### config.mk
export PLATFORM = sky130hd
export DESIGN_NAME = rx_fifo
export DESIGN_NICKNAME = d
export VERILOG_FILES = /design/src/rtl/rx_fifo.sv
export SDC_FILE = /design/constraint.sdc
export NUM_CORES = 1
export LEC_CHECK = 0
export CAP_MARGIN = 20
export CORE_ASPECT_RATIO = 1.1
export CORE_MARGIN = 1
export CORE_UTILIZATION = 53
export CTS_CLUSTER_DIAMETER = 150
export DETAILED_ROUTE_END_ITERATION = 16
export PLACE_DENSITY = 0.81
export SYNTH_ARGS = -nofsm -noshare
export SYNTH_HDL_FRONTEND = slang
export SYNTH_SLANG_ARGS = --single-unit
export TNS_END_PERCENT = 5
### constraint.sdc
create_clock -name clk_i -period 2.22 [get_ports clk_i]
set_input_delay 0.333 -clock clk_i [delete_from_list [all_inputs] [get_ports clk_i]]
set_output_delay 0.333 -clock clk_i [all_outputs]
set_load 0.02 [all_outputs]
### src/rtl/rx_fifo.sv
// rtl/rx_fifo.sv - byte receive FIFO, show-ahead read, sticky overrun.
// Optional RX_FIFO_DROP_ERR_EN discards frame-errored bytes and pulses err_drop_o.
module rx_fifo #(
    parameter int DEPTH = 16,
    parameter int AW    = $clog2(DEPTH)
) (
    input  logic          clk_i,
    input  logic          rst_i,
    input  logic          wr_valid_i,
    input  logic [7:0]    wr_data_i,
    input  logic          wr_frame_err_i,
    input  logic          rd_ready_i,
    input  logic          clr_overrun_i,
    output logic          rd_valid_o,
    output logic [7:0]    rd_data_o,
    output logic [AW:0]   count_o,
    output logic          full_o,
    output logic          overrun_o,
    output logic          err_drop_o
);

    logic [7:0]    mem_q [DEPTH];
    logic [AW-1:0] wr_ptr_q, wr_ptr_d;
    logic [AW-1:0] rd_ptr_q, rd_ptr_d;
    logic [AW:0]   count_q, count_d;
    logic          overrun_q, overrun_d;
    logic          wr_store;
    logic          wr_fire;
    logic          rd_fire;
    logic          overflow;

`ifdef RX_FIFO_DROP_ERR_EN
    logic err_drop_q, err_drop_d;

    assign wr_store   = wr_valid_i & ~wr_frame_err_i;
    assign err_drop_d = wr_valid_i & wr_frame_err_i;
    assign err_drop_o = err_drop_q;

    always_ff @(posedge clk_i or posedge rst_i) begin
        if (rst_i) begin
            err_drop_q <= 1'b0;
        end else begin
            err_drop_q <= err_drop_d;
        end
    end
`else
    logic unused_frame_err;

    assign unused_frame_err = wr_frame_err_i;
    assign wr_store         = wr_valid_i;
    assign err_drop_o       = 1'b0;
`endif

    assign rd_valid_o = (count_q != '0);
    assign rd_data_o  = mem_q[rd_ptr_q];
    assign count_o    = count_q;
    assign full_o     = (count_q == (AW+1)'(DEPTH));
    assign overrun_o  = overrun_q;

    // A read in the same cycle frees the slot, so a full FIFO still accepts.
    assign rd_fire  = rd_valid_o & rd_ready_i;
    assign wr_fire  = wr_store & (~full_o | rd_fire);
    assign overflow = wr_store & full_o & ~rd_fire;

    always_comb begin
        wr_ptr_d  = wr_ptr_q;
        rd_ptr_d  = rd_ptr_q;
        count_d   = count_q;
        overrun_d = overrun_q;
        if (wr_fire) begin
            wr_ptr_d = wr_ptr_q + AW'(1);
        end
        if (rd_fire) begin
            rd_ptr_d = rd_ptr_q + AW'(1);
        end
        case ({wr_fire, rd_fire})
            2'b10:   count_d = count_q + (AW+1)'(1);
            2'b01:   count_d = count_q - (AW+1)'(1);
            default: count_d = count_q;
        endcase
        if (overflow) begin
            overrun_d = 1'b1;
        end else if (clr_overrun_i) begin
            overrun_d = 1'b0;
        end
    end

    always_ff @(posedge clk_i or posedge rst_i) begin
        if (rst_i) begin
            wr_ptr_q  <= '0;
            rd_ptr_q  <= '0;
            count_q   <= '0;
            overrun_q <= 1'b0;
        end else begin
            wr_ptr_q  <= wr_ptr_d;
            rd_ptr_q  <= rd_ptr_d;
            count_q   <= count_d;
            overrun_q <= overrun_d;
        end
    end

    always_ff @(posedge clk_i) begin
        if (wr_fire && !rst_i) begin
            mem_q[wr_ptr_q] <= wr_data_i;
        end
    end

endmodule

---- After elaboration in Yosys (flattened, before gate mapping) ----
Memory sizes are Yosys's and may differ from the RTL's.
Index checks and enable logic that the tools add are counted.
word-level totals
  memory bits (writable) .................. 128
  register bits after elaboration ......... 14
  output and inout port bits .............. 17
  logic and storage cells ................. 29
  input port bits ......................... 14
  memories ................................ 1
cells by class
  reductions and logical operators ........ 5
  bitwise gates (word level) .............. 7
  mux-type cells .......................... 5
  add/subtract/negate cells ............... 4
  equal/unequal tests ..................... 3
memories
  name   depth  width  read ports  clocked after memory_dff  wr ports  line  RTL
  mem_q  16     8      1           0                         1         22    logic [7:0] mem_q [DEPTH];
operator list
  operator                                              count
  one-hot mux 5 bit (2 select lines)                    1
  adder 4 x 1 -> 4 bit (second input constant)          2
  adder 5 x 1 -> 5 bit (second input constant)          1
  equality test 5 bit (second input constant)           1
  nonzero test 5 bit                                    1
  subtractor 5 x 1 -> 5 bit (second input constant)     1
  AND 1 bit                                             4
  2-to-1 mux 1 bit                                      4
  nonzero test 2 bit                                    2
  equality test 2 x 1 -> 1 bit (second input constant)  1
  equality test 2 bit (second input constant)           1
  inverter 1 bit                                        2
  logical AND 1 bit                                     1
  zero test 1 bit                                       1
  bitwise OR 1 bit                                      1

---- Logic depth before layout (Yosys ltp) ----
  depth after elaboration ................. 7
  depth in mapped cells ................... 8
  gate-level depth less buffers ........... 8

---- Worst setup path after synthesis ----
No wires, ideal clock.
  kind .................................... register -> register
  from .................................... register count_q[1] (netlist: count_o[1])
  to ...................................... register count_q[4] (netlist: count_o[4])
  path buffers ............................ 0
  period minus slack after synthesis ...... 2.441 ns
  cell stages (with the launch flop) ...... 9
  required time ........................... 2.133 ns
  data arrival time ....................... 2.354 ns
  setup slack ............................. -0.221 ns
  cell sequence ........................... dfrtp_1 > nor4_1 > a21o_1 > inv_1 > ha_1 > nand2b_1 > a2111o_1 > o31a_1 > o211ai_1
on the way
  longest elaborated chain between the ends .. 6
ends and longest elaborated chain
  what                                                                             line    RTL
  start, declared                                                                  25      logic [AW:0] count_q, count_d;
  start signal, assigned                                                           97      count_q <= count_d;
  nonzero test 5 bit / equality test 5 bit (equally long branches)                 54, 57
  AND 1 bit / inverter 1 bit (equally long branches)                               61, 62
  bitwise OR 1 bit                                                                 62      assign wr_fire = wr_store & (~full_o | rd_fire);
  AND 1 bit                                                                        62
  equality test 2 x 1 -> 1 bit / equality test 2 bit (equally long branches)       76      case ({wr_fire, rd_fire})
  one-hot mux 5 bit (2 select lines) / nonzero test 2 bit (equally long branches)  -
Parallel ways exist; a longest one is shown, timed or not.
A chain may end at the register's enable or synchronous reset.

---- Worst setup path in the final report ----
  from .................................... register rd_ptr_q[0]
  to ...................................... output port rd_data_o[5]
on the way
  longest elaborated chain between the ends .. 1
ends and longest elaborated chain
  what                    line  RTL
  start, declared         24    logic [AW-1:0] rd_ptr_q, rd_ptr_d;
  start signal, assigned  96    rd_ptr_q <= rd_ptr_d;
  memory (16 x 8 bit)     -
  end, declared           15    output logic [7:0] rd_data_o,
Every way passes these cells.

==> flow_summary.yaml <==
global_route:
  grt_pass1_vias: 3379
  grt_busiest_layer: "met2"
  use_met3: 0.0712
  globalRouteOverflowTotal: 0
  grt_pass1_wl_um: 19800
  track_usage: 0.258
  use_met2: 0.428
  antenna_found_initial: 0
  grt_max_degree: 31
  use_met1: 0.318
cells_and_area:
  n_antenna_cell: 0
  fillers: 652
  drive_above_1_share: 0.370
  area_growth_pct: 27.7
  nNetsFinal: 407
  fin_util: 0.702
synth:
  synth_top_family_by_area: "multiplexers"
  syn-cell-area_um2: 5740
  synth.area.mux_share: 0.130
  yosys.cell_count.top_type: "edfxtp_1"
  synth_nets: 325
  ys_top_cells_by_count: "128 x edfxtp_1, 32 x mux4_2, 22 x nor2_1"
  synth_top_area_share: 0.669
  synth-seq-cells: 142
  synthCells: 302
  synth-simple-area-share: 0.0425
  syn_area_per_cell_um2: 19.0
  synth_edf_count: 128
  synth_cell_type_count: 41
  yosys.area.top_type: "edfxtp_1"
  synth_ff_type: "edfxtp_1"
  async_reset_ff_frac: 0.0986
  ys_warn_count: 0
  ys_top_cells_by_area: "edfxtp_1 67%, mux4_2 13%, dfrtp_1 6.1%"
  synthXorXnorAreaFrac: 0.0137
  synth_compound_area_frac: 0.0447
  synthAdderAreaFrac: 0.0209
  ys_seq_area_frac: 0.730
power:
  peakVddDrop_mv: 0.784
  power.leakage_uw: 0.00258
  pwr-share-seq: 0.332
  pwr-share-comb: 0.344
  power_uw: 10200
  power_density_nw_per_um2: 1390
  pwr-share-clk: 0.324
  p_int_uw: 7180
  swShare: 0.297
  p_switching_uw: 3030
run:
  cap_violations: 0
worst_setup_path:
  cpPeakStageDelay_ns: 0.51
  crit_top_cell: "buf_4"
  worstPathMaxFanout: 6
  worst_setup_path_end_kind: "output port"
  cp_data_required_time_ns: 1.89
  worstPathCellList: "buf_4 -> buf_4 -> mux4_2 -> a22oi_1 -> nand2_1 -> buf_2"
  critPathKind: "reg2out"
  r2r_slack_ns: -0.03
  cp_slowest_cell: "mux4_2"
  cp.arrival_ns: 2.17
  r2r_cells: 8
  startpoint_type: "flop"
  r2r-start: "count_o[2]$_DFFE_PP0P_"
  regToRegEndpoint: "count_o[4]$_DFFE_PP0P_"
floorplanning:
  core_um2: 10400
  die_area_um2: 11300
  row_count: 39
  initial_core_util: 0.550
  fp.dieW_um: 101
  dieHeight_um: 111
  ios: 31
routing:
  antenna_left: 0
  drtPass1Iterations: 4
  viasPerCell: 5.91
  drt_first_iter_violations: 220
  totalWireLength_um: 13000
  remaining_drc_errors: 0
  wire_per_inst_um: 24.1
  vias: 3194
place:
  globalplace.congestion: 0.727
  port_buffers: 28
  dp_hpwl_um: 7370
  dp_slack_ns: -0.260
clock_network:
  tritoncts: "done"
  clock_sinks: 142
  cts-root-buf: "clkbuf_16"
  cts_buffers: 17
  cts_buffer_depth: 2
  path_clk_slew_ns: 0.06
  holdBufCountCts: 0
  clk_latency_ns: 0.42
  htreeDepth: 4
timing:
  period_minus_slack_ns: 2.50
  finClkSkew_ns: 0.00639
  worst_pin_slew_ns: 1.01
  fmax_mhz: 399
  slew_headroom: 0.327
  hold_violations: 0
  worst_slack_ns: -0.285
  period_share: 1.13
  slew_viol_final: 0
  setup_viol: 9
  rsz0062_at_grt: "yes"
outcome:
  violations: "setup timing"
  status: "finished with violations"
min_path:
  hold_path.class: "in2async"
## per-stage QoR
step | hold slack (ns) | area (µm²) | std cells | setup TNS, ns
2_1_floorplan | 0.230 | 5760 | 302 | 0
3_3_place_gp | 0.482 | 6520 | 503 | -2.69
3_5_place_dp | 0.488 | 6520 | 503 | -5.10
4_1_cts | 0.345 | 7310 | 541 | -1.72
5_1_grt | 0.375 | 7330 | 540 | -2.36
6_report | 0.362 | 7330 | 540 | -1.68
## flip-flops by register name, summed over array words and instances, names as in the netlist
register,count
count_o,5
mem_q,128
overrun_o,1
rd_ptr_q,4
wr_ptr_q,4
## cell families after synthesis
logic type / Yosys count
DFF: 142
and+or+nand+nor: 53
muxes: 34
AOI/OAI and AO/OA: 32
buffers and inverters: 22
adders and majority gates: 9
xor gates and xnor gates: 9
other: 1
## metal layers
metal	part of all wire	wire length, µm
met1	0.37	4820
met2	0.53	6940
met3	0.066	859
met4	0.031	401
met5	0	0
## worst max-delay path, delay by kind of cell (launching register included)
family                 cells  cell delay (ns)
AO/OA/AOI/OAI              1             0.24
buffers and inverters      3             0.43
flip-flops                 1             0.46
multiplexers               1             0.51
AND/OR/NAND/NOR            1             0.11
## placed cells by master (no fill, tap or decap), types with 2 or more instances in the layout
cell type        Yosys  final
edfxtp_1           128    128
nor2_1              22     22
nand3_1              2      2
a22oi_2              0     12
mux4_2              32     32
a22oi_1             16      4
buf_6                1      6
o211ai_1             2      2
bufinv_16            0      7
nand4_1              2      2
dfrtp_2              0      3
nand2_1             16     14
buf_16               0      2
clkbuf_16            0     17
clkinv_2             0      2
ha_1                 8      8
buf_2                4      5
o31a_1               2      2
buf_4                1     41
clkdlybuf4s50_1      0     18
nor2b_2              0      2
inv_1                9      9
buf_12               0      2
clkinvlp_4           0      2
dfrtp_1             14     11
clkbuf_8             0      2
nand2_2              0      2
nand2b_1             4      4
xnor2_1              8      8
## power by group through the flow
stage	registers [µW]	logic (µW)	clock network [µW]
6_report	3390	3520	3310
5_1_grt	3420	3720	3450
4_1_cts	3370	3430	3320
3_5_place_dp	3420	3170	0
3_3_place_gp	3400	3090	0
2_1_floorplan	3440	1880	0
## timing repair
action,4_1_cts,5_1_grt
setup endpoints to repair,11,21
cloned,2,0
pin swaps,7,7
gates resized for setup,46,21
buffers inserted,4,1
## worst max path at each step
stage                       startpoint                endpoint
2_1_floorplan   count_o[2]$_DFFE_PP0P_  count_o[4]$_DFFE_PP0P_
4_1_cts        rd_ptr_q[0]$_DFFE_PP0N_            rd_data_o[6]
6_report       rd_ptr_q[0]$_DFFE_PP0N_            rd_data_o[5]
5_1_grt        rd_ptr_q[0]$_DFFE_PP0N_            rd_data_o[5]
3_3_place_gp                wr_valid_i  count_o[4]$_DFFE_PP0P_
3_5_place_dp                wr_valid_i  count_o[4]$_DFFE_PP0P_
## area by class of cell
cell class / instances / area [µm²] / area share
clock buffer: 20 / 457 / 0.0623
clock inverter: 12 / 239 / 0.0326
inverter: 9 / 33.8 / 0.00461
multi-input combinational: 138 / 1540 / 0.210
sequential: 142 / 4200 / 0.572
tap: 143 / 179 / 0.0244
timing repair buffer: 76 / 689 / 0.0940
Power figures use the tool's default switching activity.
